==> src/rtl/cpu_pkg.sv <==
// Shared definitions for the fetch unit and the controller: widths, opcodes,
// fetch FSM encoding and the jump-condition decode.
package cpu_pkg;

  localparam int INSTR_W = 8;
  localparam int PC_W    = 8;

  localparam logic [3:0] OP_NOP      = 4'b0000;
  localparam logic [3:0] OP_JMPZ_REG = 4'b0110;
  localparam logic [3:0] OP_JMPZ_IMM = 4'b0111;
  localparam logic [3:0] OP_JMPC_REG = 4'b1000;
  localparam logic [3:0] OP_JMPC_IMM = 4'b1010;
  localparam logic [3:0] OP_HALT     = 4'b1111;

  localparam logic [INSTR_W-1:0] NOP_INSTR = 8'h00;

  typedef enum logic [1:0] {
    S_PRIME = 2'd0,
    S_RUN   = 2'd1,
    S_HALT  = 2'd2
  } fetch_state_e;

  // Flag selected by a conditional-jump opcode; non-jump opcodes never branch.
  function automatic logic branch_cond(input logic [3:0] op, input logic z, input logic c);
    logic cond;
    case (op)
      OP_JMPZ_REG, OP_JMPZ_IMM: cond = z;
      OP_JMPC_REG, OP_JMPC_IMM: cond = c;
      default:                  cond = 1'b0;
    endcase
    return cond;
  endfunction

endpackage

==> src/rtl/branch_resolve.sv <==
// Next-PC selection: taken jumps, sequential increment or hold, modulo 256.
import cpu_pkg::*;

module branch_resolve (
  input  logic [PC_W-1:0] pc,
  input  logic [3:0]      opcode,
  input  logic [3:0]      imm,
  input  logic            z,
  input  logic            c,
  input  logic            load_pc,
  input  logic            inc_pc,
  input  logic            sel_pc,
  input  logic [PC_W-1:0] reg_data,
  output logic [PC_W-1:0] pc_next,
  output logic            taken
);

  logic cond_s;

  // LoadPC outranks IncPC; SelPC is only looked at once a jump is taken.
  always_comb begin
    cond_s  = branch_cond(opcode, z, c);
    taken   = 1'b0;
    pc_next = pc;
    if (load_pc && cond_s) begin
      taken   = 1'b1;
      pc_next = sel_pc ? {4'h0, imm} : reg_data;
    end else if (load_pc) begin
      pc_next = pc + 8'd1;
    end else if (inc_pc) begin
      pc_next = pc + 8'd1;
    end else begin
      pc_next = pc;
    end
  end

endmodule

==> src/rtl/fetch_unit.sv <==
// Instruction fetch: PC, IR and the prime/run/halt sequencer, with a NOP
// bubble injected into IR whenever a jump is taken.
import cpu_pkg::*;

module fetch_unit (
  input  logic       Clk,
  input  logic       CLB,
  input  logic       LoadIR,
  input  logic       IncPC,
  input  logic       SelPC,
  input  logic       LoadPC,
  input  logic       Z,
  input  logic       C,
  input  logic [7:0] RegData,
  input  logic [7:0] IMemData,
  output logic [7:0] IMemAddr,
  output logic [3:0] Opcode,
  output logic [3:0] Imm,
  output logic       Halted,
  output logic       JumpTaken
);

  fetch_state_e         state_q, state_d;
  logic [PC_W-1:0]      pc_q, pc_d;
  logic [INSTR_W-1:0]   ir_q, ir_d;
  logic                 jump_q, jump_d;
  logic                 halted_q, halted_d;
  logic [PC_W-1:0]      br_pc_s;
  logic                 br_taken_s;

  branch_resolve u_branch_resolve (
    .pc       (pc_q),
    .opcode   (ir_q[7:4]),
    .imm      (ir_q[3:0]),
    .z        (Z),
    .c        (C),
    .load_pc  (LoadPC),
    .inc_pc   (IncPC),
    .sel_pc   (SelPC),
    .reg_data (RegData),
    .pc_next  (br_pc_s),
    .taken    (br_taken_s)
  );

  // Next-state decode; S_PRIME and S_HALT never consult the controller.
  always_comb begin
    state_d = state_q;
    pc_d    = pc_q;
    ir_d    = ir_q;
    jump_d  = 1'b0;
    case (state_q)
      S_PRIME: begin
        ir_d    = IMemData;
        pc_d    = pc_q + 8'd1;
        state_d = S_RUN;
      end
      S_RUN: begin
        if (ir_q[7:4] == OP_HALT) begin
          state_d = S_HALT;
        end else if (br_taken_s) begin
          pc_d   = br_pc_s;
          ir_d   = NOP_INSTR;
          jump_d = 1'b1;
        end else begin
          pc_d = br_pc_s;
          if (LoadIR) begin
            ir_d = IMemData;
          end else begin
            ir_d = ir_q;
          end
        end
      end
      S_HALT: begin
        state_d = S_HALT;
      end
      default: begin
        state_d = S_PRIME;
        pc_d    = 8'h00;
        ir_d    = NOP_INSTR;
      end
    endcase
    halted_d = (state_d == S_HALT);
  end

  // State registers, cleared asynchronously by CLB.
  always_ff @(posedge Clk or negedge CLB) begin
    if (!CLB) begin
      state_q  <= S_PRIME;
      pc_q     <= 8'h00;
      ir_q     <= NOP_INSTR;
      jump_q   <= 1'b0;
      halted_q <= 1'b0;
    end else begin
      state_q  <= state_d;
      pc_q     <= pc_d;
      ir_q     <= ir_d;
      jump_q   <= jump_d;
      halted_q <= halted_d;
    end
  end

  assign IMemAddr  = pc_q;
  assign Opcode    = ir_q[7:4];
  assign Imm       = ir_q[3:0];
  assign Halted    = halted_q;
  assign JumpTaken = jump_q;

endmodule

==> config.mk <==
export PLATFORM = sky130hd
export DESIGN_NAME = fetch_unit
export DESIGN_NICKNAME = d
export VERILOG_FILES = /design/src/rtl/cpu_pkg.sv /design/src/rtl/branch_resolve.sv /design/src/rtl/fetch_unit.sv
export SDC_FILE = /design/constraint.sdc
export NUM_CORES = 1
export LEC_CHECK = 0
export CAP_MARGIN = 5
export CORE_ASPECT_RATIO = 0.7
export CORE_MARGIN = 5
export CORE_UTILIZATION = 42
export CTS_BUF_LIST = sky130_fd_sc_hd__clkbuf_4
export CTS_CLUSTER_SIZE = 14
export DETAILED_ROUTE_END_ITERATION = 6
export PLACE_DENSITY = 0.78
export SLEW_MARGIN = 20
export SYNTH_ARGS = -nofsm -noshare
export SYNTH_HDL_FRONTEND = slang
export SYNTH_SLANG_ARGS = --single-unit
==> constraint.sdc <==
create_clock -name Clk -period 1.83 [get_ports Clk]
set_input_delay 0.2745 -clock Clk [delete_from_list [all_inputs] [get_ports Clk]]
set_output_delay 0.2745 -clock Clk [all_outputs]
set_load 0.005 [all_outputs]
==> flow_metrics.py, run 1 <==
metrics = {
    "final_layout": {
        "layoutNonFillerInstCount": 203,
        "area_delta_synth_final_pct": 46.8,
        "fillers": 224,
        "layout_common_cells": "41 x clkdlybuf4s50_1, 20 x dfrtp_1, 15 x buf_4, 9 x nor2_1, 9 x mux2_2",
        "layout_commonest_cell": "clkdlybuf4s50_1",
        "drive_gt1_share_pct": 19.2,
        "diodes": 0,
        "final_nets": 193,
    },
    "critical_path": {
        "cp_max_fo": 8,
        "cp.required_ns": 2.03,
        "cp-end-kind": "flip-flop",
        "path_class": "reg2reg",
        "arrival_ns": 1.93,
        "start_kind": "flip-flop",
    },
    "detailed_routing": {
        "ant_nets": 0,
        "drt_pass1_iterations": 4,
        "via_per_inst": 5.68,
        "wl_per_cell_microns": 15.7,
        "routed_wl_mm": 3.19,
        "drt_iter0_markers": 99,
        "num_vias": 1154,
        "drc_errors": 0,
    },
    "sta": {
        "relSlewSlack_pct": 65.6,
        "fin_skew_ns": 0.00332,
        "worstMarginPinSlew_ns": 0.514,
        "hold_viol": 0,
        "min_period_ns": 1.73,
        "fmax_mhz": 578,
        "period_share_pct": 94.5,
        "finalWorstSetupSlack_ns": 0.101,
        "drv_slew": 0,
        "rsz0062_at_grt": "no",
        "finalSetupViolations": 0,
        "finalSetupTns_ns": 0,
    },
    "die": {
        "rows": 16,
        "die_area_sq_mm": 0.00402,
        "io_pins": 42,
        "die_h_microns": 54.6,
        "start_util_pct": 43.2,
        "fp.coreArea_sq_mm": 0.00276,
        "dieWidth_microns": 73.7,
    },
    "synth": {
        "yosysWarningCount": 0,
        "synth_edf_count": 0,
        "yosys_register_bits": 20,
        "synth-async-reset-ratio_pct": 100,
        "yosys.area.top_type": "dfrtp_1",
        "synth_top_area_share_pct": 42.0,
        "synthCells": 114,
        "synth_nets": 139,
        "synth.area.top_cells": "dfrtp_1 42%, mux2_2 8.5%, nor3b_1 5.0%, o31ai_1 3.1%, nor2_1 2.8%",
        "ys_seq_area_share_pct": 42.0,
        "ys.flop_type": "dfrtp_1",
        "ys_types": 41,
        "avgSynthCellArea_sq_um": 10.5,
        "synth_area_sq_mm": 0.00119,
    },
    "clock_network": {
        "clock-root-buffer": "clkbuf_4",
        "path_clk_slew_ns": 0.12,
        "post_cts_resized": 0,
        "cts_tree": "yes",
        "cts_sinks": 20,
        "cts_setup_buffers": 0,
        "cts_buffers": 3,
        "ctsLongestPathBuffers": 2,
        "clock_latency_ns": 0.31,
        "ctsHoldBuffers": 0,
        "htree_num_levels": 1,
    },
    "placement": {
        "place_ws_ns": -0.215,
        "dp_hpwl_mm": 2.53,
        "io_buffers": 41,
        "gp_congestion": 0.777,
        "dp_cells": 199,
    },
    "power_and_ir_drop": {
        "power_leakage_uw": 0.000751,
        "peakVddDrop_uv": 791,
        "power-per-cell-area_mw_per_mm2": 1390,
    },
    "global_route": {
        "grt_pass1_vias": 1146,
        "grt_max_degree": 21,
        "grt_pass1_wl_mm": 5.39,
        "grt-ovfl-total": 0,
        "antenna_found_initial": 0,
        "track_usage_pct": 17.9,
    },
    "run_status": {
        "status": "finished clean",
    },
    "flow_run": {
        "max_cap_viol_count": 0,
    },
    "worst_hold_path": {
        "holdCritPathClass": "in2async",
    },
}
## cells in the mapped netlist (2+ instances only)
library cell  number
dfrtp_1           20
mux2_2             9
nor2_1             9
nor3b_1            8
nor3_1             6
o31ai_1            5
a21oi_1            4
clkbuf_1           4
nand2b_1           4
a211o_1            3
and3_1             3
mux2i_1            3
nand4_1            3
a221o_1            2
buf_2              2
nand2_1            2
nor4b_1            2
o21ai_0            2
## power by group
group	switching [uW]	internal [uW]
Sequential	215	638
Clock	145	79.7
Combinational	537	826
Total	897	1540
## metal layers
layer,vias to the layer above,part of all wire (%),track usage [%]
met2,33,50,30.7
met5,-,0,0
met3,2,5.3,5.50
li1,548,-,-
met1,571,44,23.1
met4,0,0.19,1.81
## state kept, by name, summed over array words and instances, names as in the netlist
signal and flops:
Halted 1, ir_q 8, state_q 2, IMemAddr 8, JumpTaken 1
## metrics by stage
step | utilization (%) | hold slack, ns | instance area [sq um] | total power, uW
2_1_floorplan | - | -0.0211 | 1190 | 1540
3_3_place_gp | 62.4 | 0.510 | 1720 | 2160
3_5_place_dp | 62.4 | 0.525 | 1720 | 2220
4_1_cts | 63.4 | 0.291 | 1750 | 2450
5_1_grt | 63.4 | 0.301 | 1750 | 2620
6_report | 63.4 | 0.283 | 1750 | 2440
## kinds of logic after synthesis
logic type	synth area share, %
AND/OR/NAND/NOR	24.0
AO/OA/AOI/OAI	18.6
flip-flops	42.0
multiplexers	11.0
buffers and inverters	3.36
adder cells (fa/ha/maj)	1.05
## area by class of cell
class	count	area, sq um	area share [%]
timing repair buffer	56	523	29.9
clock buffer	3	22.5	1.29
clock inverter	1	3.75	0.214
multi-input combinational	86	652	37.2
sequential	20	500	28.6
tap	36	45.0	2.57
inverter	1	3.75	0.214
## worst max-delay path: stages (launching register included)
cell	delay [ns]
dfrtp_1	0.43
nand4bb_1	0.25
a21bo_2	0.26
a21oi_4	0.29
mux2_2	0.38
## worst paths after layout
path,from,endpoint,slack (ns),cells past startpoint
setup / recovery,ir_q[6],ir_q[5],0.10,4
hold / removal,CLB,ir_q[1],0.28,2
setup reg to reg,ir_q[6],ir_q[5],0.10,4
hold reg to reg,ir_q[3],ir_q[3],0.55,1
max in group asynchronous,CLB,state_q[0],1.33,2
min in group Clk,ir_q[3],ir_q[3],0.55,1
Note: power is estimated with default switching activity, not from simulation.
==> run 2: changes to the inputs <==
MAX_ROUTING_LAYER = met4   (was not set)
==> run 2 against run 1 <==
Flip-flop and latch count is the same; non-clock buffer count is the same; worst hold slack lost 0.00066 ns; combinational power is essentially flat; clock power is essentially flat; clock skew grew 0.00062 ns; utilization is the same; sequential share of layout area is the same; maximum frequency is essentially flat; critical path depth is the same; first-iteration DRC count grew 2.0%; register-to-register slack is essentially flat; critical path type unchanged; critical endpoint unchanged.
==> flow_metrics.py, run 2 (synthesized netlist as in run 1, its figures left out) <==
metrics = {
    "run_status": {
        "status": "finished clean",
    },
    "final_layout": {
        "final_nets": 193,
        "layout_common_cells": "41 x clkdlybuf4s50_1, 20 x dfrtp_1, 15 x buf_4, 9 x nor2_1, 9 x mux2_2",
        "drive_gt1_share_pct": 19.2,
        "area_delta_synth_final_pct": 46.8,
        "layout_commonest_cell": "clkdlybuf4s50_1",
        "design_area_sq_mm": 0.00175,
        "diodes": 0,
        "layoutNonFillerInstCount": 203,
        "fillers": 224,
    },
    "die": {
        "rows": 16,
        "dieWidth_microns": 73.7,
        "fp.coreArea_sq_mm": 0.00276,
        "die_h_microns": 54.6,
        "start_util_pct": 43.2,
        "io_pins": 42,
        "die_area_sq_mm": 0.00402,
    },
    "placement": {
        "dp_cells": 199,
        "gp_congestion": 0.788,
        "dp_hpwl_mm": 2.53,
        "place_area_sq_mm": 0.00172,
        "io_buffers": 41,
    },
    "critical_path": {
        "cp.required_ns": 2.03,
        "cp_max_fo": 8,
        "r2r_start": "ir_q[6]",
        "crit_path_cell_trace": "nand4bb_1 > a21bo_2 > a21oi_4 > mux2_2",
        "path_class": "reg2reg",
        "start_kind": "flip-flop",
        "slowest_stage": "dfrtp_1",
        "path_buf_inv": 0,
        "cp-startpoint": "ir_q[6]",
        "cp-end-kind": "flip-flop",
        "arrival_ns": 1.93,
        "max_stage_delay_ns": 0.43,
        "critical_path.top_delay_family": "compound AO/OA/AOI/OAI gates",
    },
    "global_route": {
        "track_usage_pct": 18.4,
        "grt_max_degree": 21,
        "grt_pass1_vias": 1146,
        "grt_pass1_wl_mm": 5.38,
        "grt-ovfl-total": 0,
        "antenna_found_initial": 0,
    },
    "clock_network": {
        "clock-root-buffer": "clkbuf_4",
        "post_cts_resized": 0,
        "clock_latency_ns": 0.31,
        "cts_buffers": 3,
        "ctsHoldBuffers": 0,
        "cts_setup_buffers": 0,
        "cts_sinks": 20,
        "cts_tree": "yes",
        "path_clk_slew_ns": 0.12,
        "ctsLongestPathBuffers": 2,
        "htree_num_levels": 1,
    },
    "sta": {
        "rsz0062_at_grt": "no",
        "min_period_ns": 1.73,
        "relSlewSlack_pct": 65.9,
        "whs_ns": 0.282,
        "finalSetupViolations": 0,
        "fmax_mhz": 579,
        "drv_slew": 0,
        "finalSetupTns_ns": 0,
        "period_share_pct": 94.4,
        "worstMarginPinSlew_ns": 0.510,
        "hold_viol": 0,
        "fin_skew_ns": 0.00395,
    },
    "detailed_routing": {
        "drc_errors": 0,
        "routed_wl_mm": 3.21,
        "ant_nets": 0,
        "via_per_inst": 5.67,
        "num_vias": 1150,
        "wl_per_cell_microns": 15.8,
        "drt_pass1_iterations": 4,
        "drt_iter0_markers": 101,
    },
    "power_and_ir_drop": {
        "power-per-cell-area_mw_per_mm2": 1390,
        "power_leakage_uw": 0.000751,
        "peakVddDrop_uv": 792,
    },
    "flow_run": {
        "max_cap_viol_count": 0,
    },
    "worst_hold_path": {
        "holdCritPathClass": "in2async",
    },
}
==> run 2: cell counts in the layout (fill, tap and decap cells not counted) <==
Identical to the previous run, type by type.
==> run 2: area by class of cell <==
class                           count  area (sq um)  area share [%]
Tap cell                           36          45.0            2.57
Clock buffer                        3          22.5            1.29
Timing Repair Buffer               56           523            29.9
Inverter                            1          3.75           0.214
Clock inverter                      1          3.75           0.214
Sequential cell                    20           500            28.6
Multi-Input combinational cell     86           652            37.2
==> run 2: per-stage QoR <==
stage               total power (uW)  setup WS, ns  utilization, %
floorplan                       1540         0.130               -
global placement                2160        -0.162            62.4
detailed placement              2220        -0.215            62.4
CTS                             2450        0.0991            63.4
global route                    2620        0.0222            63.4
finish                          2440         0.102            63.4
==> run 2: path summary, 6_finish.rpt <==
path                         endpoint  slack (ns)  cells past startpoint
hold reg to reg               ir_q[3]        0.55                      1
setup reg to reg              ir_q[5]        0.10                      4
setup / recovery              ir_q[5]        0.10                      4
hold / removal                ir_q[1]        0.28                      2
max in group asynchronous  state_q[0]        1.33                      2
min in group Clk              ir_q[3]        0.55                      1
==> run 2: metal layers <==
metal / routed length, microns / GRT usage, %
met3: 115 / 4.59
met2: 1620 / 30.7
met4: 6 / 1.81
met1: 1460 / 23.6
met5: 0 / -
==> run 2: power breakdown <==
group / internal (uW) / leakage, uW / total, uW / switching [uW]
Clock: 79.7 / 0.0000154 / 225 / 145
Combinational: 826 / 0.000489 / 1360 / 536
Sequential: 638 / 0.000246 / 853 / 215
